`src/rtl/dmem_arb_pkg.sv`:
```
// -----------------------------------------------------------------------------
// dmem_arb_pkg
// Shared types for the data-memory port arbiter:
//   dsp_state_e : DSP burst FSM states (D_IDLE / D_ACTIVE / D_DONE)
//   owner_e     : tag recording who owns the read data returning next cycle
// -----------------------------------------------------------------------------
package dmem_arb_pkg;

    typedef enum logic [1:0] {
        D_IDLE   = 2'd0,
        D_ACTIVE = 2'd1,
        D_DONE   = 2'd2
    } dsp_state_e;

    typedef enum logic [1:0] {
        OWN_NONE = 2'd0,
        OWN_CPU  = 2'd1,
        OWN_DSP  = 2'd2
    } owner_e;

endpackage

```
`src/rtl/dmem_port_arbiter_if.sv`:
```
// -----------------------------------------------------------------------------
// dmem_port_arbiter_if
// Bundles the three buses around the arbiter:
//   CPU memory stage : cpu_mem_read/write, cpu_addr, cpu_wdata -> cpu_stall,
//                      cpu_rvalid, cpu_rdata
//   DSP engine       : dsp_req/we/base/len/wdata -> dsp_busy, dsp_beat,
//                      dsp_rvalid, dsp_rdata, dsp_done
//   Data RAM         : mem_en/we/addr/wdata -> mem_rdata (1-cycle latency)
// Modports:
//   slave  : the arbiter itself
//   master : the surrounding system (CPU, DSP engine and RAM)
// -----------------------------------------------------------------------------
interface dmem_port_arbiter_if #(
    parameter int ADDR_W  = 12,
    parameter int DATA_W  = 32,
    parameter int BURST_W = 4
);
    logic              cpu_mem_read;
    logic              cpu_mem_write;
    logic [ADDR_W-1:0] cpu_addr;
    logic [DATA_W-1:0] cpu_wdata;
    logic              cpu_stall;
    logic              cpu_rvalid;
    logic [DATA_W-1:0] cpu_rdata;

    logic               dsp_req;
    logic               dsp_we;
    logic [ADDR_W-1:0]  dsp_base;
    logic [BURST_W-1:0] dsp_len;
    logic [DATA_W-1:0]  dsp_wdata;
    logic               dsp_busy;
    logic               dsp_beat;
    logic               dsp_rvalid;
    logic [DATA_W-1:0]  dsp_rdata;
    logic               dsp_done;

    logic              mem_en;
    logic              mem_we;
    logic [ADDR_W-1:0] mem_addr;
    logic [DATA_W-1:0] mem_wdata;
    logic [DATA_W-1:0] mem_rdata;

    modport slave (
        input  cpu_mem_read, cpu_mem_write, cpu_addr, cpu_wdata,
        output cpu_stall, cpu_rvalid, cpu_rdata,
        input  dsp_req, dsp_we, dsp_base, dsp_len, dsp_wdata,
        output dsp_busy, dsp_beat, dsp_rvalid, dsp_rdata, dsp_done,
        output mem_en, mem_we, mem_addr, mem_wdata,
        input  mem_rdata
    );

    modport master (
        output cpu_mem_read, cpu_mem_write, cpu_addr, cpu_wdata,
        input  cpu_stall, cpu_rvalid, cpu_rdata,
        output dsp_req, dsp_we, dsp_base, dsp_len, dsp_wdata,
        input  dsp_busy, dsp_beat, dsp_rvalid, dsp_rdata, dsp_done,
        input  mem_en, mem_we, mem_addr, mem_wdata,
        output mem_rdata
    );
endinterface

```
`src/rtl/dsp_burst_agen.sv`:
```
// -----------------------------------------------------------------------------
// dsp_burst_agen
// Address generator for DSP bursts. Latches base/len on load, counts beats
// on advance, and presents the current beat address (base + count, wrapping
// modulo 2^ADDR_W) together with a flag marking the final beat.
// Ports:
//   clk, reset       : clock, synchronous active-high reset
//   load             : capture base/len and clear the beat counter
//   base, len        : burst start address, beats minus one
//   advance          : current beat was served
//   beat_addr        : address of the current beat
//   last_beat        : current beat is the last one (count == len)
// -----------------------------------------------------------------------------
module dsp_burst_agen #(
    parameter int ADDR_W  = 12,
    parameter int BURST_W = 4
) (
    input  logic               clk,
    input  logic               reset,
    input  logic               load,
    input  logic [ADDR_W-1:0]  base,
    input  logic [BURST_W-1:0] len,
    input  logic               advance,
    output logic [ADDR_W-1:0]  beat_addr,
    output logic               last_beat
);
    logic [ADDR_W-1:0]  base_reg;
    logic [BURST_W-1:0] len_reg;
    logic [BURST_W-1:0] beat_cnt_reg;

    always_ff @(posedge clk) begin
        if (reset) begin
            base_reg     <= '0;
            len_reg      <= '0;
            beat_cnt_reg <= '0;
        end else if (load) begin
            base_reg     <= base;
            len_reg      <= len;
            beat_cnt_reg <= '0;
        end else if (advance) begin
            beat_cnt_reg <= beat_cnt_reg + 1'b1;
        end
    end

    // Natural truncation of the sum gives the required address wrap.
    assign beat_addr = base_reg + ADDR_W'(beat_cnt_reg);
    assign last_beat = (beat_cnt_reg == len_reg);
endmodule

```
`src/rtl/dmem_port_arbiter.sv`:
```
// -----------------------------------------------------------------------------
// dmem_port_arbiter
// Shares the single synchronous data-RAM port between the CPU memory stage
// (single-word loads/stores, priority) and a DSP block-transfer engine
// (auto-incrementing bursts of dsp_len+1 beats).
// Ports:
//   clk   : rising-edge clock
//   reset : synchronous active-high reset; aborts any burst in flight
//   bus   : dmem_port_arbiter_if.slave carrying CPU, DSP and RAM signals
// Build option:
//   DMEM_ARB_STARVE_GUARD_EN : when defined, the DSP wins the port after
//   WAIT_LIMIT consecutive lost cycles (stalling the CPU for that beat).
//   When undefined, the CPU has strict priority and cpu_stall is tied low.
// -----------------------------------------------------------------------------
module dmem_port_arbiter
    import dmem_arb_pkg::*;
#(
    parameter int ADDR_W     = 12,
    parameter int DATA_W     = 32,
    parameter int BURST_W    = 4,
    parameter int WAIT_LIMIT = 4
) (
    input  logic                clk,
    input  logic                reset,
    dmem_port_arbiter_if.slave  bus
);
    dsp_state_e        state_reg, state_next;
    owner_e            owner_reg, owner_next;
    logic              dsp_we_reg;
    logic [DATA_W-1:0] cpu_rdata_reg;
    logic [DATA_W-1:0] dsp_rdata_reg;

    logic              cpu_req;
    logic              cpu_grant;
    logic              dsp_grant;
    logic              forced;
    logic              active;
    logic              agen_load;
    logic              last_beat;
    logic [ADDR_W-1:0] beat_addr;

    assign cpu_req   = bus.cpu_mem_read | bus.cpu_mem_write;
    assign active    = (state_reg == D_ACTIVE);
    assign agen_load = (state_reg == D_IDLE) && bus.dsp_req;

`ifdef DMEM_ARB_STARVE_GUARD_EN
    localparam logic [3:0] WAIT_MAX = 4'(WAIT_LIMIT);
    logic [3:0] wait_cnt_reg;

    assign forced = active && (wait_cnt_reg == WAIT_MAX);

    always_ff @(posedge clk) begin
        if (reset || agen_load) begin
            wait_cnt_reg <= '0;
        end else if (active) begin
            if (dsp_grant)
                wait_cnt_reg <= '0;
            else if (wait_cnt_reg != WAIT_MAX)
                wait_cnt_reg <= wait_cnt_reg + 1'b1;
        end
    end

    assign bus.cpu_stall = cpu_req & dsp_grant;
`else
    assign forced        = 1'b0;
    assign bus.cpu_stall = 1'b0;
`endif

    assign cpu_grant = cpu_req & ~forced;
    assign dsp_grant = ~cpu_grant & active;

    dsp_burst_agen #(
        .ADDR_W  (ADDR_W),
        .BURST_W (BURST_W)
    ) u_agen (
        .clk       (clk),
        .reset     (reset),
        .load      (agen_load),
        .base      (bus.dsp_base),
        .len       (bus.dsp_len),
        .advance   (dsp_grant),
        .beat_addr (beat_addr),
        .last_beat (last_beat)
    );

    // RAM command mux; everything reads zero on an idle port.
    always_comb begin
        bus.mem_en    = 1'b0;
        bus.mem_we    = 1'b0;
        bus.mem_addr  = '0;
        bus.mem_wdata = '0;
        if (cpu_grant) begin
            bus.mem_en    = 1'b1;
            bus.mem_we    = bus.cpu_mem_write;
            bus.mem_addr  = bus.cpu_addr;
            bus.mem_wdata = bus.cpu_wdata;
        end else if (dsp_grant) begin
            bus.mem_en    = 1'b1;
            bus.mem_we    = dsp_we_reg;
            bus.mem_addr  = beat_addr;
            bus.mem_wdata = bus.dsp_wdata;
        end
    end

    // A CPU cycle with both read and write asserted is a store only.
    always_comb begin
        owner_next = OWN_NONE;
        if (cpu_grant && bus.cpu_mem_read && !bus.cpu_mem_write)
            owner_next = OWN_CPU;
        else if (dsp_grant && !dsp_we_reg)
            owner_next = OWN_DSP;
    end

    always_comb begin
        state_next = state_reg;
        case (state_reg)
            D_IDLE:   if (bus.dsp_req) state_next = D_ACTIVE;
            D_ACTIVE: if (dsp_grant && last_beat) state_next = D_DONE;
            D_DONE:   state_next = D_IDLE;
            default:  state_next = D_IDLE;
        endcase
    end

    always_ff @(posedge clk) begin
        if (reset) begin
            state_reg     <= D_IDLE;
            owner_reg     <= OWN_NONE;
            dsp_we_reg    <= 1'b0;
            cpu_rdata_reg <= '0;
            dsp_rdata_reg <= '0;
        end else begin
            state_reg <= state_next;
            owner_reg <= owner_next;
            if (agen_load)
                dsp_we_reg <= bus.dsp_we;
            if (owner_reg == OWN_CPU)
                cpu_rdata_reg <= bus.mem_rdata;
            if (owner_reg == OWN_DSP)
                dsp_rdata_reg <= bus.mem_rdata;
        end
    end

    // RAM data arrives the cycle after the grant, so the owner's rdata is a
    // bypass of mem_rdata; the hold registers keep the last value otherwise.
    assign bus.cpu_rvalid = (owner_reg == OWN_CPU);
    assign bus.dsp_rvalid = (owner_reg == OWN_DSP);
    assign bus.cpu_rdata  = bus.cpu_rvalid ? bus.mem_rdata : cpu_rdata_reg;
    assign bus.dsp_rdata  = bus.dsp_rvalid ? bus.mem_rdata : dsp_rdata_reg;

    assign bus.dsp_busy = (state_reg != D_IDLE);
    assign bus.dsp_done = (state_reg == D_DONE);
    assign bus.dsp_beat = dsp_grant;
endmodule
```
`src/flat_wrapper.sv`:
```
// flat-port wrapper written by rule: the top's interface ports become plain ports
module dmem_port_arbiter_flat import dmem_arb_pkg::*;
#(
    parameter int ADDR_W     = 12,
    parameter int DATA_W     = 32,
    parameter int BURST_W    = 4,
    parameter int WAIT_LIMIT = 4
)
  (clk, reset, bus_cpu_mem_read, bus_cpu_mem_write, bus_cpu_addr, bus_cpu_wdata, bus_cpu_stall, bus_cpu_rvalid, bus_cpu_rdata, bus_dsp_req, bus_dsp_we, bus_dsp_base, bus_dsp_len, bus_dsp_wdata, bus_dsp_busy, bus_dsp_beat, bus_dsp_rvalid, bus_dsp_rdata, bus_dsp_done, bus_mem_en, bus_mem_we, bus_mem_addr, bus_mem_wdata, bus_mem_rdata);
  dmem_port_arbiter_if #(.ADDR_W(ADDR_W), .DATA_W(DATA_W), .BURST_W(BURST_W)) bus_i ();
  input  logic clk;
  input  logic reset;
  input wire logic [$bits(bus_i.cpu_mem_read)-1:0] bus_cpu_mem_read;
  input wire logic [$bits(bus_i.cpu_mem_write)-1:0] bus_cpu_mem_write;
  input wire logic [$bits(bus_i.cpu_addr)-1:0] bus_cpu_addr;
  input wire logic [$bits(bus_i.cpu_wdata)-1:0] bus_cpu_wdata;
  output wire logic [$bits(bus_i.cpu_stall)-1:0] bus_cpu_stall;
  output wire logic [$bits(bus_i.cpu_rvalid)-1:0] bus_cpu_rvalid;
  output wire logic [$bits(bus_i.cpu_rdata)-1:0] bus_cpu_rdata;
  input wire logic [$bits(bus_i.dsp_req)-1:0] bus_dsp_req;
  input wire logic [$bits(bus_i.dsp_we)-1:0] bus_dsp_we;
  input wire logic [$bits(bus_i.dsp_base)-1:0] bus_dsp_base;
  input wire logic [$bits(bus_i.dsp_len)-1:0] bus_dsp_len;
  input wire logic [$bits(bus_i.dsp_wdata)-1:0] bus_dsp_wdata;
  output wire logic [$bits(bus_i.dsp_busy)-1:0] bus_dsp_busy;
  output wire logic [$bits(bus_i.dsp_beat)-1:0] bus_dsp_beat;
  output wire logic [$bits(bus_i.dsp_rvalid)-1:0] bus_dsp_rvalid;
  output wire logic [$bits(bus_i.dsp_rdata)-1:0] bus_dsp_rdata;
  output wire logic [$bits(bus_i.dsp_done)-1:0] bus_dsp_done;
  output wire logic [$bits(bus_i.mem_en)-1:0] bus_mem_en;
  output wire logic [$bits(bus_i.mem_we)-1:0] bus_mem_we;
  output wire logic [$bits(bus_i.mem_addr)-1:0] bus_mem_addr;
  output wire logic [$bits(bus_i.mem_wdata)-1:0] bus_mem_wdata;
  input wire logic [$bits(bus_i.mem_rdata)-1:0] bus_mem_rdata;
  assign bus_i.cpu_mem_read = bus_cpu_mem_read;
  assign bus_i.cpu_mem_write = bus_cpu_mem_write;
  assign bus_i.cpu_addr = bus_cpu_addr;
  assign bus_i.cpu_wdata = bus_cpu_wdata;
  assign bus_cpu_stall = bus_i.cpu_stall;
  assign bus_cpu_rvalid = bus_i.cpu_rvalid;
  assign bus_cpu_rdata = bus_i.cpu_rdata;
  assign bus_i.dsp_req = bus_dsp_req;
  assign bus_i.dsp_we = bus_dsp_we;
  assign bus_i.dsp_base = bus_dsp_base;
  assign bus_i.dsp_len = bus_dsp_len;
  assign bus_i.dsp_wdata = bus_dsp_wdata;
  assign bus_dsp_busy = bus_i.dsp_busy;
  assign bus_dsp_beat = bus_i.dsp_beat;
  assign bus_dsp_rvalid = bus_i.dsp_rvalid;
  assign bus_dsp_rdata = bus_i.dsp_rdata;
  assign bus_dsp_done = bus_i.dsp_done;
  assign bus_mem_en = bus_i.mem_en;
  assign bus_mem_we = bus_i.mem_we;
  assign bus_mem_addr = bus_i.mem_addr;
  assign bus_mem_wdata = bus_i.mem_wdata;
  assign bus_i.mem_rdata = bus_mem_rdata;
  dmem_port_arbiter #(.ADDR_W(ADDR_W), .DATA_W(DATA_W), .BURST_W(BURST_W), .WAIT_LIMIT(WAIT_LIMIT)) u_core (.clk(clk), .reset(reset), .bus(bus_i));
endmodule
```
`config.mk`:
```
export PLATFORM = sky130hd
export DESIGN_NAME = dmem_port_arbiter_flat
export DESIGN_NICKNAME = d
export VERILOG_FILES = /design/src/rtl/dmem_arb_pkg.sv /design/src/rtl/dmem_port_arbiter_if.sv /design/src/rtl/dsp_burst_agen.sv /design/src/rtl/dmem_port_arbiter.sv /design/src/flat_wrapper.sv
export SDC_FILE = /design/constraint.sdc
export NUM_CORES = 1
export LEC_CHECK = 0
export ABC_CLOCK_PERIOD_IN_PS = 2800
export BUFFER_PORTS_ARGS = -buffer_cell sky130_fd_sc_hd__buf_2
export CORE_UTILIZATION = 45
export DETAILED_ROUTE_END_ITERATION = 10
export GPL_ROUTABILITY_DRIVEN = 0
export PLACE_DENSITY = 0.81
export SLEW_MARGIN = 25
export SYNTH_ARGS = -nofsm -noshare
export SYNTH_HDL_FRONTEND = slang
export SYNTH_HIERARCHICAL = 1
export SYNTH_SLANG_ARGS = --single-unit
```
`constraint.sdc`:
```
create_clock -name clk -period 2.8 [get_ports clk]
set_clock_uncertainty 0.1 [all_clocks]
set_input_delay 0.14 -clock clk [delete_from_list [all_inputs] [get_ports clk]]
set_output_delay 0.14 -clock clk [all_outputs]
set_load 0.01 [all_outputs]
```
-- Word level (Yosys, flattened, before mapping)
Index checks and enable logic that the tools add are counted.
- $add $sub $neg: 2
- shift-type cells: 0
- reductions and logical operators: 12
- multiplexer cells: 15
- bitwise operators: 3
- magnitude comparators: 0
- divide/modulo/power cells: 0
- multiply operators: 0
- eq/ne operators: 7
- operators with widths (operator ; count):
    two-way mux 32 bit ; 4
    two-way mux 12 bit ; 2
    adder 12 x 4 -> 12 bit ; 1
    two-way mux 2 bit ; 3
    logical AND 1 bit ; 5
    two-way mux 1 bit ; 5
    adder 4 x 1 -> 4 bit (second input constant) ; 1
    equality test 2 x 1 -> 1 bit (second input constant) ; 2
    equality test 2 bit (second input constant) ; 2
    equality test 4 bit ; 1
    != test 2 bit (second input constant) ; 2
    case mux 2 bit (2 select lines) ; 1
    OR reduction 2 bit ; 2
    logical NOT 1 bit ; 2
    logical NOT 2 bit ; 1
    AND reduction 2 bit ; 1
    nonzero test 2 bit ; 1
    bitwise AND 1 bit ; 1
    NOT 1 bit ; 1
    bitwise OR 1 bit ; 1
- RAM bits: 0
- register bits after elaboration: 89
- memory bits (read-only): 0
- memories: 0
- latch bits: 0
- input port bits: 130

-- Logic depth before layout (Yosys ltp)
Gate-level depths: netlist of run 1.
- depth after elaboration: 6
- mapped depth: 8

-- Modules after synthesis
The synthesis of run 1 kept the hierarchy.
- by module, submodules not included (module ; seq. area each (um^2) ; area an instance (um^2) ; cells an instance ; times used):
    dmem_port_arbiter ; 1381.3 ; 3419.5 ; 288 ; 1
    dsp_burst_agen ; 400.4 ; 1056.0 ; 109 ; 1

-- Least setup slack after synthesis of run 1
No wires, ideal clock.
- kind: register to output
- from: reg u_core.u_agen.beat_cnt_reg[0]
- to: out bus_mem_addr[6]
- cell stages (with the launch flop): 9
- data required time: 2560 ps
- arrival time: 1868 ps
- buffers on the path: 0
- slack: 692 ps
- cell sequence: dfxtp_1 ha_1 inv_1 fa_1 nand2b_1 o2bb2ai_1 nand3b_1 xnor2_1 a22o_1
- cells in the longest elaborated chain, start to end: 3
- ends and longest elaborated chain (what ; RTL line ; RTL):
    from (decl) ; dsp_burst_agen.sv:29 ; logic [BURST_W-1:0] beat_cnt_reg;
    from (signal assigned) ; dsp_burst_agen.sv:41 ; beat_cnt_reg <= beat_cnt_reg + 1'b1;
    adder 12 x 4 -> 12 bit ; dsp_burst_agen.sv:46 ; assign beat_addr = base_reg + ADDR_W'(beat_cnt_reg);
    net u_core.beat_addr[6] ; dmem_port_arbiter.sv:40 ; logic [ADDR_W-1:0] beat_addr;
    two-way mux 12 bit ; dmem_port_arbiter.sv:97 ; end else if (dsp_grant) begin
    two-way mux 12 bit ; dmem_port_arbiter.sv:92 ; if (cpu_grant) begin
    to (decl) ; flat_wrapper.sv:32 ; output wire logic [$bits(bus_i.mem_addr)-1:0] bus_mem_addr;
The timed path passes the listed nets, and every way through them passes these cells.

-- Final worst setup path of run 1
- from: reg u_core.u_agen.beat_cnt_reg[0]
- to: out bus_mem_addr[10]
Same word-level chain as after synthesis.

==> impl_metrics.ini, run 1 <==
[floorplan]
die_height_um = 101.7
io-pin-count = 246
die_w_um = 101.7
die-area_sq_mm = 0.01035
start_util_pct = 46.21
placement_rows = 36
fp.coreArea_sq_mm = 0.009684

[global_route]
grt_first_pass_wirelength_um = 17720
grt_use_total_pct = 21.76
grt_start_max_net_pins = 90
first_global_vias = 3794
antenna_violations_before_repair = 0
globalRoute.totalOverflow = 0

[route]
avgRoutedWirePerCell_um = 15.09
avgViaCountPerCell = 4.946
detail_route.wirelength_um = 11830
ant_nets = 0
drt_first_pass_iters = 4
iteration_0_drc_markers = 80
drt_drc_violations_left = 0
number_of_vias_in_the_routed_layout = 3878

[worst_hold_path]
min_delay_worst_endpoint = u_core/state_reg[0]
holdPathStages = 3
timing.hold.worst.class = in -> reg
hold_path.startpoint = bus_dsp_req

[worst_setup_path]
timing.critical_path.to_type = output port
worstPathRequired_ns = 2.56
r2r_cells = 4
timing.rr.end = u_core/cpu_rdata_reg[17]
worst-path-stages = 9
critical_path.top_delay_family = adder cells
worstSetupPathType = reg -> out
critical_path_launch_point_type = register
maximum_fanout_count_along_the_critical_path = 5
path_buf_inv = 2
cp_cell_sequence = ha_1 > inv_1 > fa_1 > nand2b_1 > o2bb2ai_2 > nor3_1 > xor2_1 > a22o_1 > buf_2
critical_path.max_stage_delay_ns = 0.39
setup.reg_to_reg.worst_slack_ns = 0.86
critPathSlowestCell = sky130_fd_sc_hd__dfxtp_4
wp_data_arrival_ns = 2.40
timing.rr.start = u_core/owner_reg[0]

[clock_network]
clkSinkCount = 89
postCtsSetupRepairBufs = 0
ctsLongestPathBuffers = 2
htreeDepth = 3
cts_made_buffers = 9
tritoncts = built
clk_latency_ns = 0.35
root_buffer_cell = sky130_fd_sc_hd__clkbuf_8
worst_setup_hold_path_clk_slew_ns = 0.10

[synth]
post_synth_net_total = 533
dominantRegCellSynth = sky130_fd_sc_hd__dfxtp_1
synth_sequential_area_ratio_pct = 39.81
synth_top_area_share_pct = 39.81
ys.warnings.count = 6
post_synth_inst_count = 397
syn_area_sq_mm = 0.004476
ys_ff_latch = 89
synth_top_cells_by_area = sky130_fd_sc_hd__dfxtp_1 40%, sky130_fd_sc_hd__mux2_4 19%, sky130_fd_sc_hd__nor2b_1 9.5%
avgSynthCellArea_sq_um = 11.27
synth-async-reset-ratio_pct = 0
synth_largest_area_cell = sky130_fd_sc_hd__dfxtp_1
synth-edff-count = 0
post_synth_num_cell_types = 36

[finish]
final_core_util_pct = 63.59
drive_above_1_share_pct = 52.00
layout.cells.non_filler = 784
flow.area_growth_from_synthesis_pct = 37.60
finish.net_count = 781

[timing]
slew_headroom_pct = 40.92
final-setup-viol-count = 0
finalCriticalPeriod_ns = 2.644
final_critical_path_setup_slack_ns = 0.1562
grt_setup_unrepaired = no
tns_ns = 0
fmax_mhz = 378.2
layout_worst_path_cycle_share_pct = 94.42
finalHoldViolations = 0
report.final.slew_viol_count = 0
worstMarginPinSlew_ns = 0.8861

[pwr]
vdd.ir_drop.worst_v = 0.0003608
pwr_density_cell_mw_per_mm2 = 450.2
static-leakage-power_uw = 0.003199

[outcome]
result_of_the_run = complete, no violations

[flow_run]
timing.max_cap.violations = 0

[placement]
setup_slack_after_placement_ns = 0.3909
dpl.cell_count = 750
buffer_ports.inserted = 244
dp_hpwl_um = 8576
## cell families after synthesis
kind of cell	count (synthesis)	share of synthesized area, %
simple gates	114	15.24
flops	89	39.81
mux	82	24.99
compound gates	54	10.23
buf+inv	35	4.669
xor+xnor	16	3.131
fa+ha+maj	6	1.845
other cells	1	0.08379
## worst max path at each step
| stage | from | to | slack [ns] |
|---|---|---|---|
| floorplan | u_core/u_agen/beat_cnt_reg[0] | bus_mem_addr[6] | 0.69 |
| global placement | u_core/u_agen/beat_cnt_reg[0] | bus_mem_addr[6] | 0.51 |
| global route | u_core/u_agen/beat_cnt_reg[0] | bus_mem_addr[6] | 0.05 |
| CTS | u_core/u_agen/beat_cnt_reg[0] | bus_mem_addr[6] | 0.06 |
| detailed placement | u_core/u_agen/beat_cnt_reg[0] | bus_mem_addr[6] | 0.39 |
| finish | u_core/u_agen/beat_cnt_reg[0] | bus_mem_addr[10] | 0.16 |
## metal layers
| layer | share of wire [%] | wire (um) | GRT usage (%) |
|---|---|---|---|
| met3 | 4.0 | 474 | 4.486 |
| met2 | 51 | 6005 | 39.29 |
| met1 | 43 | 5137 | 25.34 |
| met5 | 0 | 0 | 0 |
| met4 | 1.8 | 217 | 7.692 |
## cell usage after synthesis, types with 2 or more instances
| library cell | n |
|---|---|
| sky130_fd_sc_hd__a22o_1 | 44 |
| sky130_fd_sc_hd__clkbuf_1 | 10 |
| sky130_fd_sc_hd__nand4_1 | 2 |
| sky130_fd_sc_hd__buf_2 | 8 |
| sky130_fd_sc_hd__a21oi_1 | 2 |
| sky130_fd_sc_hd__nand2_1 | 4 |
| sky130_fd_sc_hd__buf_4 | 6 |
| sky130_fd_sc_hd__xnor2_1 | 6 |
| sky130_fd_sc_hd__dfxtp_1 | 89 |
| sky130_fd_sc_hd__mux2i_1 | 18 |
| sky130_fd_sc_hd__a21o_1 | 3 |
| sky130_fd_sc_hd__xor2_1 | 10 |
| sky130_fd_sc_hd__nor2_1 | 20 |
| sky130_fd_sc_hd__nor4b_2 | 3 |
| sky130_fd_sc_hd__mux2_1 | 4 |
| sky130_fd_sc_hd__ha_1 | 5 |
| sky130_fd_sc_hd__mux2_4 | 58 |
| sky130_fd_sc_hd__nor2b_1 | 68 |
| sky130_fd_sc_hd__buf_6 | 6 |
| sky130_fd_sc_hd__mux2_2 | 2 |
| sky130_fd_sc_hd__inv_1 | 5 |
| sky130_fd_sc_hd__nor3b_1 | 2 |
| sky130_fd_sc_hd__nand2b_1 | 4 |
| sky130_fd_sc_hd__nor3_1 | 6 |
## worst min-delay path: cells and delay by family
kind                   cells  cell delay (ns)
and+or+nand+nor            1             0.12
AOI/OAI and AO/OA          1             0.07
buffers and inverters      1             0.09
## cell type report
| class | instances | area, sq um |
|---|---|---|
| Sequential cell | 89 | 1785 |
| Inverter | 5 | 18.77 |
| Fill cell | 772 | 3526 |
| Tap cell | 133 | 166.4 |
| Clock buffer | 10 | 137.6 |
| Antenna cell | 1 | 2.502 |
| Multi-Input combinational cell | 273 | 2514 |
| Clock inverter | 6 | 72.57 |
| Timing Repair Buffer | 267 | 1461 |
## power by group
| part | internal (uW) | switching (uW) |
|---|---|---|
| registers | 1300 | 26.6 |
| logic | 284 | 243 |
| clock network | 446 | 468 |
## stage by stage
step	total power, uW	instance area (sq um)	hold WS (ns)
finish	2773	6158	0.02982
global route	2896	6156	0.006563
CTS	2803	6147	0.005928
detailed placement	1866	5766	0.2847
global placement	1850	5766	0.2719
floorplan	1649	4476	0.1872
## cell usage in the layout (no fill, tap or decap), drive strengths merged, types with 2 or more instances in the layout
cell and count:
buf 250, dfxtp 89, nor2b 68, mux2 64, a22o 44, nor2 20
mux2i 18, dlygate4sd3 17, clkbuf 10, xor2 10, inv 7, nor3 6
xnor2 6, ha 5, nand2 4, nand2b 4, a21o 3, nor4b 3
nand4 3, clkinv 2, a21oi 2, nor3b 2, or2 2
## timing repair
action	4_1_cts	5_1_grt
hold endpoints to repair	17	0
resized for setup	1	2
gates cloned	0	0
hold buffers	17	0
setup endpoints to repair	1	2
Power figures use the tool's default switching activity.
==> inputs of run 2 (changes only) <==
Settings changed: ABC_CLOCK_PERIOD_IN_PS 2800 to 2600, CTS_CLUSTER_SIZE set to 28.
Clock period 2.8 ns to 2.6 ns, I/O delays scaled along.
==> run 2 against run 1 <==
First-iteration DRC count rose by 38%. Die area did not move. Setup slack got worse by 0.047 ns. Critical path type unchanged. Highest routed layer unchanged.
==> impl_metrics.ini, run 2 (same netlist as run 1, synthesis figures left out) <==
[clock_network]
ctsLongestPathBuffers = 2
clkSinkCount = 89
clk_latency_ns = 0.35
worst_setup_hold_path_clk_slew_ns = 0.10
cts_made_buffers = 9
tritoncts = built
htreeDepth = 3
root_buffer_cell = sky130_fd_sc_hd__clkbuf_8

[pwr]
power_uw = 2998
static-leakage-power_uw = 0.003226
power_frac_comb_pct = 19.1
share_clk_of_total_power_pct = 33.0
pwr_density_cell_mw_per_mm2 = 481.6
vdd.ir_drop.worst_v = 0.0003466
pwr-share-seq_pct = 47.8
switching_share_pct = 27.30
net-switching-power_uw = 818.4
intPower_uw = 2180

[global_route]
first_global_vias = 3829
grt_use_total_pct = 21.48
grt_start_max_net_pins = 59
antenna_violations_before_repair = 0
grt_first_pass_wirelength_um = 17490
globalRoute.totalOverflow = 0

[timing]
finalHoldViolations = 0
tns_ns = 0
layout_worst_path_cycle_share_pct = 95.78
finalHoldWorstSlack_ns = 0.03054
final_critical_path_setup_slack_ns = 0.1096
report.final.slew_viol_count = 0
slew_headroom_pct = 54.43
final-setup-viol-count = 0
fmax_mhz = 401.6
finalCriticalPeriod_ns = 2.490
grt_setup_unrepaired = no
worstMarginPinSlew_ns = 0.6773

[worst_setup_path]
timing.rr.end = u_core/state_reg[0]
timing.critical_path.to_type = output port
wp_data_arrival_ns = 2.26
worstPathRequired_ns = 2.37
r2r_cells = 6
critical_path_launch_point_type = register
critical_path.max_stage_delay_ns = 0.42
maximum_fanout_count_along_the_critical_path = 4
critPathSlowestCell = sky130_fd_sc_hd__dfxtp_1
setup.reg_to_reg.worst_slack_ns = 0.74
worstSetupPathType = reg -> out
timing.rr.start = u_core/u_agen/beat_cnt_reg[0]
cp_cell_sequence = ha_1 > o21a_2 > a21oi_1 > nor3b_1 > xor2_1 > a22o_1 > buf_2

[finish]
layout_commonest_cell = sky130_fd_sc_hd__buf_2
diode_insertion_count_for_antenna_repair = 0
layout_common_cells = 244 x sky130_fd_sc_hd__buf_2, 86 x sky130_fd_sc_hd__dfxtp_1, 67 x sky130_fd_sc_hd__nor2b_1
drive_above_1_share_pct = 52.76
finish.net_count = 783
flow.area_growth_from_synthesis_pct = 39.08

[placement]
dp_hpwl_um = 8262
setup_slack_after_placement_ns = 0.2154
buffer_ports.inserted = 244

[route]
detail_route.wirelength_um = 11630
avgRoutedWirePerCell_um = 14.81
drt_drc_violations_left = 0
avgViaCountPerCell = 4.880
drt_first_pass_iters = 6
iteration_0_drc_markers = 110
number_of_vias_in_the_routed_layout = 3831
ant_nets = 0

[floorplan]
die-area_sq_mm = 0.01035
placement_rows = 36
io-pin-count = 246
start_util_pct = 46.21
fp.coreArea_sq_mm = 0.009684
die_w_um = 101.7
die_height_um = 101.7

[worst_hold_path]
timing.hold.worst.class = in -> reg
hold_path.startpoint = bus_mem_rdata[24]
min_delay_worst_endpoint = u_core/cpu_rdata_reg[24]
holdPathStages = 3

[outcome]
result_of_the_run = complete, no violations

[flow_run]
timing.max_cap.violations = 0
run 2: metal layers:
metal / global-route usage [%] / vias up / wire length [um]
li1: - / 1883 / -
met1: 26.00 / 1818 / 5081
met2: 38.20 / 119 / 5835
met3: 3.658 / 11 / 590
met4: 7.581 / 0 / 121
met5: 0 / - / 0
run 2: worst max-delay path: cells and delay by family, from the launching register on:
family                     cells  cell delay, ns
adders and majority gates      1            0.33
DFF                            1            0.42
AOI/OAI and AO/OA              3            0.75
and+or+nand+nor                1            0.12
xor gates and xnor gates       1            0.17
buffers and inverters          1            0.14
run 2: cell type report:
cell class	instances	area [sq um]
multi-input cells	273	2549
clock inverters	7	87.58
clock buffers	9	123.9
flip-flops and latches	89	1788
inverters	5	18.77
repair buffers	269	1491
well taps	133	166.4
fillers	779	3460
run 2: per-stage QoR:
| stage | instances | utilization [%] | instance area [sq um] |
|---|---|---|---|
| after detailed placement | 750 | 59.66 | 5778 |
| after CTS | 785 | 63.91 | 6190 |
| final | 785 | 64.28 | 6225 |
| after global routing | 785 | 64.28 | 6225 |
| after floorplan | 397 | - | 4476 |
| after global placement | 750 | 59.66 | 5778 |
run 2: timing repair:
item,CTS,global route
hold endpoints to repair,18,0
gates resized for setup,4,6
endpoints found under the setup margin,3,5
hold buffers,18,0
buffers inserted,1,0
run 2: worst max-delay path by stage:
stage                                  start              end  slack, ns
3_5_place_dp   u_core/u_agen/beat_cnt_reg[0]  bus_mem_addr[6]       0.22
5_1_grt        u_core/u_agen/beat_cnt_reg[2]  bus_mem_addr[9]      0.005
4_1_cts            u_core/u_agen/base_reg[0]  bus_mem_addr[6]      0.005
3_3_place_gp   u_core/u_agen/beat_cnt_reg[0]  bus_mem_addr[6]       0.32
6_report       u_core/u_agen/beat_cnt_reg[2]  bus_mem_addr[9]       0.11
2_1_floorplan  u_core/u_agen/beat_cnt_reg[0]  bus_mem_addr[6]       0.50
run 2: power by group through the flow:
stage          registers, uW  clock network [uW]  logic [uW]
6_report                1430                 990         574
5_1_grt                 1440                1080         619
4_1_cts                 1430                1020         571
3_5_place_dp            1460                   0         545
3_3_place_gp            1460                   0         530
2_1_floorplan           1460                   0         320
